<file path="config.mk">
export PLATFORM = sky130hd
export DESIGN_NAME = boot_loader_flat
export DESIGN_NICKNAME = d
export VERILOG_FILES = /design/src/rtl/boot_loader_if.sv /design/src/rtl/boot_loader.sv /design/src/flat_wrapper.sv
export SDC_FILE = /design/constraint.sdc
export NUM_CORES = 1
export LEC_CHECK = 0
export ABC_CLOCK_PERIOD_IN_PS = 6400
export BUFFER_PORTS_ARGS = -buffer_cell sky130_fd_sc_hd__buf_2
export CAP_MARGIN = 5
export CORE_ASPECT_RATIO = 0.6
export CORE_MARGIN = 3
export CORE_UTILIZATION = 60
export DETAILED_ROUTE_END_ITERATION = 10
export PLACE_DENSITY = 0.81
export SYNTH_ARGS = -nofsm -noshare
export SYNTH_HDL_FRONTEND = slang
export SYNTH_SLANG_ARGS = --single-unit
</file>
<file path="constraint.sdc">
create_clock -name clk -period 6.4 [get_ports clk]
set_input_delay 0.96 -clock clk [delete_from_list [all_inputs] [get_ports clk]]
set_output_delay 0.96 -clock clk [all_outputs]
set_load 0.005 [all_outputs]
</file>
<file path="src/rtl/boot_loader_if.sv">
// Byte-stream and instruction-memory bundle for the boot loader.
// slave  : the loader side (consumes bytes, drives memory writes and status).
// master : the environment side (byte source, memory, cpu control).
interface boot_loader_if #(
    parameter int ADDR_W = 8
);
    logic              in_valid;
    logic [7:0]        in_data;
    logic              in_ready;
    logic              imem_we;
    logic [ADDR_W-1:0] imem_addr;
    logic [31:0]       imem_wdata;
    logic              cpu_enable;
    logic              busy;
    logic              done;
    logic              err;

    modport slave (
        input  in_valid, in_data,
        output in_ready, imem_we, imem_addr, imem_wdata,
        output cpu_enable, busy, done, err
    );

    modport master (
        output in_valid, in_data,
        input  in_ready, imem_we, imem_addr, imem_wdata,
        input  cpu_enable, busy, done, err
    );
endinterface

</file>
<file path="src/rtl/boot_loader.sv">
// Boot loader: receives a 16-bit big-endian word count followed by big-endian
// 32-bit instruction words over a valid/ready byte stream, writes them into
// instruction memory and keeps the cpu stalled until the image is complete.
// Optional feature macro: CHECKSUM_EN -- adds a trailing XOR checksum byte
// that must match the XOR of all header and payload bytes.
module boot_loader #(
    parameter int ADDR_W = 8
) (
    input  logic         clk,
    input  logic         reset,
    boot_loader_if.slave bus
);

`ifdef CHECKSUM_EN
    typedef enum logic [2:0] {
        S_HDR  = 3'd0,
        S_LOAD = 3'd1,
        S_CSUM = 3'd2,
        S_DONE = 3'd3,
        S_ERR  = 3'd4
    } state_t;
    localparam state_t S_FINAL = S_CSUM;
`else
    typedef enum logic [2:0] {
        S_HDR  = 3'd0,
        S_LOAD = 3'd1,
        S_DONE = 3'd3,
        S_ERR  = 3'd4
    } state_t;
    localparam state_t S_FINAL = S_DONE;
`endif

    // Largest legal word count is the full memory (2**ADDR_W words).
    localparam logic [16:0]   CAPACITY = 17'(2 ** ADDR_W);
    localparam logic [ADDR_W:0] WORD_ONE = (ADDR_W + 1)'(1);

    state_t            r_state,        w_state_nxt;
    logic [1:0]        r_byte_cnt,     w_byte_cnt_nxt;
    logic [ADDR_W:0]   r_word_cnt,     w_word_cnt_nxt;
    logic [ADDR_W:0]   r_n,            w_n_nxt;
    logic [7:0]        r_hdr_hi,       w_hdr_hi_nxt;
    logic [23:0]       r_buf,          w_buf_nxt;
    logic              r_in_ready,     w_in_ready_nxt;
    logic              r_imem_we,      w_imem_we_nxt;
    logic [ADDR_W-1:0] r_imem_addr,    w_imem_addr_nxt;
    logic [31:0]       r_imem_wdata,   w_imem_wdata_nxt;
    logic              r_cpu_enable,   w_cpu_enable_nxt;
    logic              r_busy,         w_busy_nxt;
    logic              r_done,         w_done_nxt;
    logic              r_err,          w_err_nxt;
`ifdef CHECKSUM_EN
    logic [7:0]        r_csum,         w_csum_nxt;
`endif

    logic              w_xfer;
    logic [15:0]       w_hdr_n;

    // A byte moves only when the registered ready is presented together with valid.
    assign w_xfer  = bus.in_valid & r_in_ready;
    assign w_hdr_n = {r_hdr_hi, bus.in_data};

    // State register and all registered datapath/outputs; reset wins over any handshake.
    always_ff @(posedge clk) begin
        if (reset) begin
            r_state      <= S_HDR;
            r_byte_cnt   <= 2'd0;
            r_word_cnt   <= '0;
            r_n          <= '0;
            r_hdr_hi     <= 8'd0;
            r_buf        <= 24'd0;
            r_in_ready   <= 1'b0;
            r_imem_we    <= 1'b0;
            r_imem_addr  <= '0;
            r_imem_wdata <= 32'd0;
            r_cpu_enable <= 1'b0;
            r_busy       <= 1'b0;
            r_done       <= 1'b0;
            r_err        <= 1'b0;
`ifdef CHECKSUM_EN
            r_csum       <= 8'd0;
`endif
        end else begin
            r_state      <= w_state_nxt;
            r_byte_cnt   <= w_byte_cnt_nxt;
            r_word_cnt   <= w_word_cnt_nxt;
            r_n          <= w_n_nxt;
            r_hdr_hi     <= w_hdr_hi_nxt;
            r_buf        <= w_buf_nxt;
            r_in_ready   <= w_in_ready_nxt;
            r_imem_we    <= w_imem_we_nxt;
            r_imem_addr  <= w_imem_addr_nxt;
            r_imem_wdata <= w_imem_wdata_nxt;
            r_cpu_enable <= w_cpu_enable_nxt;
            r_busy       <= w_busy_nxt;
            r_done       <= w_done_nxt;
            r_err        <= w_err_nxt;
`ifdef CHECKSUM_EN
            r_csum       <= w_csum_nxt;
`endif
        end
    end

    // Next-state, datapath and output decode; outputs follow the next state so they are registered.
    always_comb begin
        w_state_nxt      = r_state;
        w_byte_cnt_nxt   = r_byte_cnt;
        w_word_cnt_nxt   = r_word_cnt;
        w_n_nxt          = r_n;
        w_hdr_hi_nxt     = r_hdr_hi;
        w_buf_nxt        = r_buf;
        w_imem_we_nxt    = 1'b0;
        w_imem_addr_nxt  = r_imem_addr;
        w_imem_wdata_nxt = r_imem_wdata;
`ifdef CHECKSUM_EN
        w_csum_nxt       = r_csum;
`endif

        case (r_state)
            S_HDR: begin
                if (w_xfer) begin
`ifdef CHECKSUM_EN
                    w_csum_nxt = r_csum ^ bus.in_data;
`endif
                    if (r_byte_cnt == 2'd0) begin
                        w_hdr_hi_nxt   = bus.in_data;
                        w_byte_cnt_nxt = 2'd1;
                    end else begin
                        w_byte_cnt_nxt = 2'd0;
                        if (w_hdr_n == 16'd0) begin
                            w_state_nxt = S_FINAL;
                        end else if ({1'b0, w_hdr_n} > CAPACITY) begin
                            w_state_nxt = S_ERR;
                        end else begin
                            w_n_nxt     = w_hdr_n[ADDR_W:0];
                            w_state_nxt = S_LOAD;
                        end
                    end
                end else begin
                    w_state_nxt = S_HDR;
                end
            end
            S_LOAD: begin
                // word_cnt==N only during the cycle of the last write pulse.
                if (r_word_cnt == r_n) begin
                    w_state_nxt = S_FINAL;
                end else if (w_xfer) begin
`ifdef CHECKSUM_EN
                    w_csum_nxt = r_csum ^ bus.in_data;
`endif
                    w_byte_cnt_nxt = r_byte_cnt + 2'd1;
                    w_buf_nxt      = {r_buf[15:0], bus.in_data};
                    if (r_byte_cnt == 2'd3) begin
                        w_imem_we_nxt    = 1'b1;
                        w_imem_addr_nxt  = r_word_cnt[ADDR_W-1:0];
                        w_imem_wdata_nxt = {r_buf, bus.in_data};
                        w_word_cnt_nxt   = r_word_cnt + WORD_ONE;
                    end else begin
                        w_imem_we_nxt = 1'b0;
                    end
                end else begin
                    w_state_nxt = S_LOAD;
                end
            end
`ifdef CHECKSUM_EN
            S_CSUM: begin
                if (w_xfer) begin
                    w_state_nxt = (bus.in_data == r_csum) ? S_DONE : S_ERR;
                end else begin
                    w_state_nxt = S_CSUM;
                end
            end
`endif
            S_DONE:  w_state_nxt = S_DONE;
            S_ERR:   w_state_nxt = S_ERR;
            default: w_state_nxt = S_ERR;
        endcase

        w_in_ready_nxt   = 1'b0;
        w_busy_nxt       = 1'b0;
        w_done_nxt       = 1'b0;
        w_err_nxt        = 1'b0;
        w_cpu_enable_nxt = 1'b0;
        case (w_state_nxt)
            S_HDR: begin
                w_in_ready_nxt = 1'b1;
                w_busy_nxt     = 1'b1;
            end
            S_LOAD: begin
                // Drop ready together with the final write pulse.
                w_in_ready_nxt = (w_word_cnt_nxt != w_n_nxt);
                w_busy_nxt     = 1'b1;
            end
`ifdef CHECKSUM_EN
            S_CSUM: begin
                w_in_ready_nxt = 1'b1;
                w_busy_nxt     = 1'b1;
            end
`endif
            S_DONE: begin
                w_done_nxt       = 1'b1;
                w_cpu_enable_nxt = 1'b1;
            end
            S_ERR: begin
                w_err_nxt = 1'b1;
            end
            default: begin
                w_err_nxt = 1'b1;
            end
        endcase
    end

    assign bus.in_ready   = r_in_ready;
    assign bus.imem_we    = r_imem_we;
    assign bus.imem_addr  = r_imem_addr;
    assign bus.imem_wdata = r_imem_wdata;
    assign bus.cpu_enable = r_cpu_enable;
    assign bus.busy       = r_busy;
    assign bus.done       = r_done;
    assign bus.err        = r_err;

endmodule

</file>
<file path="src/flat_wrapper.sv">
// flat-port wrapper written by rule: the top's interface ports become plain ports
module boot_loader_flat 
#(
    parameter int ADDR_W = 8
)
  (clk, reset, bus_in_valid, bus_in_data, bus_in_ready, bus_imem_we, bus_imem_addr, bus_imem_wdata, bus_cpu_enable, bus_busy, bus_done, bus_err);
  boot_loader_if #(.ADDR_W(ADDR_W)) bus_i ();
  input  logic clk;
  input  logic reset;
  input wire logic [$bits(bus_i.in_valid)-1:0] bus_in_valid;
  input wire logic [$bits(bus_i.in_data)-1:0] bus_in_data;
  output wire logic [$bits(bus_i.in_ready)-1:0] bus_in_ready;
  output wire logic [$bits(bus_i.imem_we)-1:0] bus_imem_we;
  output wire logic [$bits(bus_i.imem_addr)-1:0] bus_imem_addr;
  output wire logic [$bits(bus_i.imem_wdata)-1:0] bus_imem_wdata;
  output wire logic [$bits(bus_i.cpu_enable)-1:0] bus_cpu_enable;
  output wire logic [$bits(bus_i.busy)-1:0] bus_busy;
  output wire logic [$bits(bus_i.done)-1:0] bus_done;
  output wire logic [$bits(bus_i.err)-1:0] bus_err;
  assign bus_i.in_valid = bus_in_valid;
  assign bus_i.in_data = bus_in_data;
  assign bus_in_ready = bus_i.in_ready;
  assign bus_imem_we = bus_i.imem_we;
  assign bus_imem_addr = bus_i.imem_addr;
  assign bus_imem_wdata = bus_i.imem_wdata;
  assign bus_cpu_enable = bus_i.cpu_enable;
  assign bus_busy = bus_i.busy;
  assign bus_done = bus_i.done;
  assign bus_err = bus_i.err;
  boot_loader #(.ADDR_W(ADDR_W)) u_core (.clk(clk), .reset(reset), .bus(bus_i));
endmodule
</file>
Word-level counts from Yosys, hierarchy flattened
Index checks and enable logic that the tools add are counted.

word-level totals
  input bits = 11
  register bits after elaboration = 100
  logic and storage cells = 68
  output and inout port bits = 46

operators by class
  multiplexer cells = 26
  magnitude comparators = 1
  reduce and logical (&&, ||, !) cells = 12
  equality and inequality tests = 10
  bitwise logic cells = 4
  $add $sub $neg = 2

operators by type and width
  kind                                                                   count
  9-bit two-way mux                                                      9
  3-bit two-way mux                                                      6
  16-bit by 9-bit > comparator with 1-bit output, second input constant  1
  16-bit logical NOT                                                     1
  9-bit by 1-bit adder with 9-bit output, second input constant          1
  9-bit == test                                                          1
  9-bit != test                                                          1
  3-bit case mux with 3 select lines                                     1
  4-bit AND reduction                                                    2
  3-bit by 1-bit == test with 1-bit output, second input constant        2
  3-bit by 2-bit == test with 1-bit output, second input constant        2
  3-bit logical NOT                                                      2
  2-bit two-way mux                                                      3
  3-bit AND reduction                                                    2
  1-bit two-way mux                                                      5
  2-bit by 1-bit != test with 1-bit output, second input constant        2
  2-bit case mux with 2 select lines                                     1
  4-bit OR reduction                                                     1
  1-bit inverter                                                         3
  3-bit OR reduction                                                     1
  2-bit by 1-bit adder with 2-bit output, second input constant          1
  2-bit == test, second input constant                                   1
  2-bit logical NOT                                                      1
  2-bit != test, second input constant                                   1
  other kinds (4)                                                        4

Depth between registers and ports, before layout
  word-level depth = 9
  mapped depth = 12
  gate-level depth less buffers = 10

Worst setup path after synthesis
OpenSTA, ideal clock, no wires.

  path kind = input to register
  start point = input bus_in_data[0]
  end point = register u_core.r_in_ready, in the netlist u_core.bus.in_ready
  arrival time = 3028 ps
  path buffers = 1
  cell stages on the path = 9
  setup time = 124 ps
  data required time = 6276 ps
  setup slack = 3248 ps
  cells stage by stage = or4_1 o21ai_1 and3b_1 buf_6 mux2i_1 xnor2_1 or4_1 nor3_2 a21boi_1

between the ends
  cells in the longest elaborated chain, start to end = 8
  elaborated cells between the ends (all ways) = 16
  those cells by class = order compare (1); eq/ne (2); mux (11); reduce/logical (2)

ends and longest elaborated chain
  item                                                                            RTL line            RTL
  start, declared                                                                 flat_wrapper.sv:11  input wire logic [$bits(bus_i.in_data)-1:0] bus_in_data;
  16-bit by 9-bit > comparator with 1-bit output                                  boot_loader.sv:131  end else if ({1'b0, w_hdr_n} > CAPACITY) begin
  3-bit two-way mux / 9-bit two-way mux (equally long branches)                   boot_loader.sv:131
  3-bit two-way mux / 9-bit two-way mux (equally long branches)                   boot_loader.sv:129  if (w_hdr_n == 16'd0) begin
  3-bit two-way mux / 9-bit two-way mux (equally long branches)                   boot_loader.sv:124  if (r_byte_cnt == 2'd0) begin
  3-bit two-way mux / 9-bit two-way mux (equally long branches)                   boot_loader.sv:120  if (w_xfer) begin
  3-bit case mux with 3 select lines / 9-bit two-way mux (equally long branches)  boot_loader.sv:118  case (r_state)
  3-bit by 1-bit == test with 1-bit output (tied with other cells)                boot_loader.sv:183  case (w_state_nxt)
  1-bit case mux with 2 select lines (*)                                          boot_loader.sv:183
  end signal, assigned                                                            boot_loader.sv:89   r_in_ready <= w_in_ready_nxt;
  end, declared                                                                   boot_loader.sv:43   logic r_in_ready, w_in_ready_nxt;

Every way passes the cells marked *; elsewhere a longest branch is shown, timed or not.
A chain may end at the register's enable or synchronous reset.

==> impl_metrics.py <==
metrics = {
    "cells_and_area": {
        "fin_cells": 589,
        "antenna_cells": 0,
        "drive_above_1_share_pct": 16.1,
        "regArea_um2": 2000,
        "num-fill-cells": 468,
        "syn_to_final_growth_pct": 13.4,
        "multi_input_area_um2": 1760,
        "nets": 518,
        "final_area_um2": 4390,
    },
    "grt": {
        "antenna_found_initial": 0,
        "grt_max_degree": 100,
        "grt_pass1_vias": 3011,
        "grt_pass1_wl_um": 15500,
        "gr-total-overflow": 0,
        "track_usage_pct": 27.3,
    },
    "clocking": {
        "post_cts_buffers": 0,
        "cts-buffers-inserted": 9,
        "cts.hold.buffers_added": 0,
        "tritoncts": "built",
        "clk_pin_slew_ns": 0.10,
        "ctsResizeCount": 0,
        "root_buffer": "clkbuf_8",
        "clock_sinks": 100,
        "clock_latency_ns": 0.35,
        "htreeDepth": 3,
        "cts_buffer_depth": 2,
    },
    "power_and_ir_drop": {
        "pwr-share-seq_pct": 56.7,
        "power.leakage_nw": 1.76,
        "finalPower_mw": 1.13,
        "pwr-share-clk_pct": 37.5,
        "power_density_nw_per_um2": 257,
        "combPwrFrac_pct": 5.8,
        "switching_share_pct": 24.4,
        "intPower_uw": 852,
        "ir_drop_mv": 0.197,
        "p_sw_uw": 275,
    },
    "placement": {
        "dpl_cell_area_um2": 4180,
        "placedCellCount": 573,
        "dpl.hpwl_um": 6760,
        "finalWeightedCongestion": 0.889,
        "io_buffers": 56,
    },
    "timing": {
        "final_max_slew_viol_count": 0,
        "timing.hold.ws_ns": 0.458,
        "min_period_over_period_pct": 56.0,
        "relSlewSlack_pct": 34.4,
        "setup_viol": 0,
        "worst_slew_pin_slew_ns": 0.983,
        "tns_ns": 0,
        "clock_skew_ns": 0.0112,
        "max_freq_mhz": 279,
        "rsz0062_at_grt": "false",
        "timing.final.hold_violations": 0,
        "fin_crit_ns": 3.58,
    },
    "hold_path": {
        "worstHoldPathType": "reg -> reg",
        "min_from": "u_core.bus.imem_addr[1]",
        "hold_end": "u_core.bus.imem_addr[1]",
        "hold_depth": 2,
    },
    "die": {
        "die_x_um": 110,
        "pin_count": 57,
        "die_area_um2": 7480,
        "initial_core_util_pct": 65.8,
        "die_h_um": 68.2,
        "num_rows": 21,
        "core_area_um2": 5890,
    },
    "synthesis": {
        "synth_cell_types": 37,
        "yosysTopAreaCell": "dfxtp_1",
        "synthTopCellsByArea": "dfxtp_1 (52%), nand2_1 (13%), a21oi_1 (8.9%)",
        "synth_fp_nets": 476,
        "yosysMostFrequentCell": "nand2_1",
        "ys_warn_count": 0,
        "synth-async-reset-ratio_pct": 0,
        "synth_seq_cells": 100,
        "synth_top_area_share_pct": 51.7,
        "syn-cell-area_um2": 3870,
        "ys.flop_type": "dfxtp_1",
        "synth.avg_cell_area_um2": 8.38,
        "yosys-top-cells-count": "nand2_1 (136), dfxtp_1 (100), a21oi_1 (69), nor2_1 (30), clkbuf_1 (24)",
        "synth_edf_count": 0,
        "ys_seq_area_share_pct": 51.7,
        "synthCells": 462,
    },
    "drt": {
        "wl_um": 9590,
        "first_iter_violations": 287,
        "via_per_inst": 5.69,
        "antenna_left": 0,
        "route.vias.total": 3351,
        "drc": 0,
        "wl_per_cell_um": 16.3,
        "dr.pass1.iters": 5,
    },
    "worst_setup_path": {
        "r2r_start": "u_core.r_word_cnt[1]",
        "cp-start-kind": "flip-flop",
        "r2r_end": "u_core.r_hdr_hi[2]",
        "required_ns": 6.61,
        "critPathKind": "reg -> reg",
        "r2r_slack_ns": 2.82,
        "reg2regPathDepth": 8,
        "cp-end-kind": "flip-flop",
        "arrival_ns": 3.79,
        "cp_max_fo": 25,
    },
    "run": {
        "cap_violations": 0,
    },
    "run_status": {
        "status": "finished, final reports clean",
    },
}
[power by group through the flow]
stage,logic [mW],clock network [mW],registers (mW)
2_1_floorplan,0.0442,0,0.650
3_3_place_gp,0.0612,0,0.652
3_5_place_dp,0.0631,0,0.653
4_1_cts,0.0635,0.424,0.639
5_1_grt,0.0707,0.453,0.640
6_report,0.0651,0.422,0.639
[cell type report]
type,instances,area share [%]
well taps,80,2.28
flip-flops and latches,100,45.6
clock buffers,10,3.13
multi-input cells,331,40.1
clock inverters,6,1.71
repair buffers,60,7.07
inverters,2,0.171
[registers in the layout, indices dropped and copies added (netlist names)]
register and cells:
u_core.r_byte_cnt 2, u_core.r_buf 24, u_core.r_state 3, u_core.bus.done 1, u_core.bus.err 1, u_core.bus.imem_wdata 32, u_core.bus.busy 1, u_core.r_word_cnt 9
u_core.bus.imem_we 1, u_core.r_hdr_hi 8, u_core.r_n 9, u_core.bus.in_ready 1, u_core.bus.imem_addr 8
[layout by cell type (no fill, tap or decap), types with 4 or more instances in the layout]
cell type and count:
and3_1 4, xnor2_1 4, a21oi_1 69, buf_2 56, nand3_1 5, nand4_1 4, nor2_1 30, dfxtp_1 100
xor2_1 21, mux2i_1 19, nor2b_1 5, nor4_1 5, clkbuf_8 10, buf_4 4, nand2_1 136
[worst max-delay path by stage]
stage	cells after the start	start	end
floorplan	9	bus_in_data[0]	u_core.bus.in_ready
global placement	9	bus_in_data[0]	u_core.bus.in_ready
detailed placement	9	bus_in_data[0]	u_core.bus.in_ready
CTS	8	u_core.r_word_cnt[1]	u_core.r_hdr_hi[2]
global route	8	u_core.r_word_cnt[1]	u_core.r_hdr_hi[7]
finish	8	u_core.r_word_cnt[1]	u_core.r_hdr_hi[2]
[per-stage QoR]
step | util, % | setup slack (ns)
floorplan | - | 3.25
global placement | 71.0 | 2.84
detailed placement | 71.0 | 2.75
CTS | 74.6 | 2.84
global route | 74.6 | 2.49
finish | 74.6 | 2.82
[worst max-delay path, cell delays in order, from the launching register on]
cell and delay (ns):
dfxtp_1 0.36, xor2_1 0.17, nor4_1 0.69, and3_1 0.37, or3_1 0.67, o41ai_1 0.31, nand3_1 0.50, mux2i_1 0.30
nor2_1 0.06
[layer usage]
layer | part of all wire, % | wire, µm | global-route usage [%] | vias up
met5 | 0 | 0 | 0 | -
met4 | 0.80 | 77 | 5.91 | 0
met3 | 10 | 960 | 7.73 | 8
met2 | 39 | 3760 | 37.3 | 166
met1 | 50 | 4800 | 42.1 | 1567
li1 | - | - | - | 1610
[kinds of logic (layout without fill, tap and decap cells)]
kind of cell | after synthesis | count (layout) | share of synthesized area (%)
DFF | 100 | 100 | 51.7
AOI/OAI and AO/OA | 78 | 78 | 10.5
xor gates and xnor gates | 25 | 25 | 5.66
buffers and inverters | 31 | 78 | 3.36
and+or+nand+nor | 206 | 206 | 22.9
muxes | 19 | 19 | 4.91
adders and majority gates | 3 | 3 | 0.970
(Power assumes the default switching activity.)
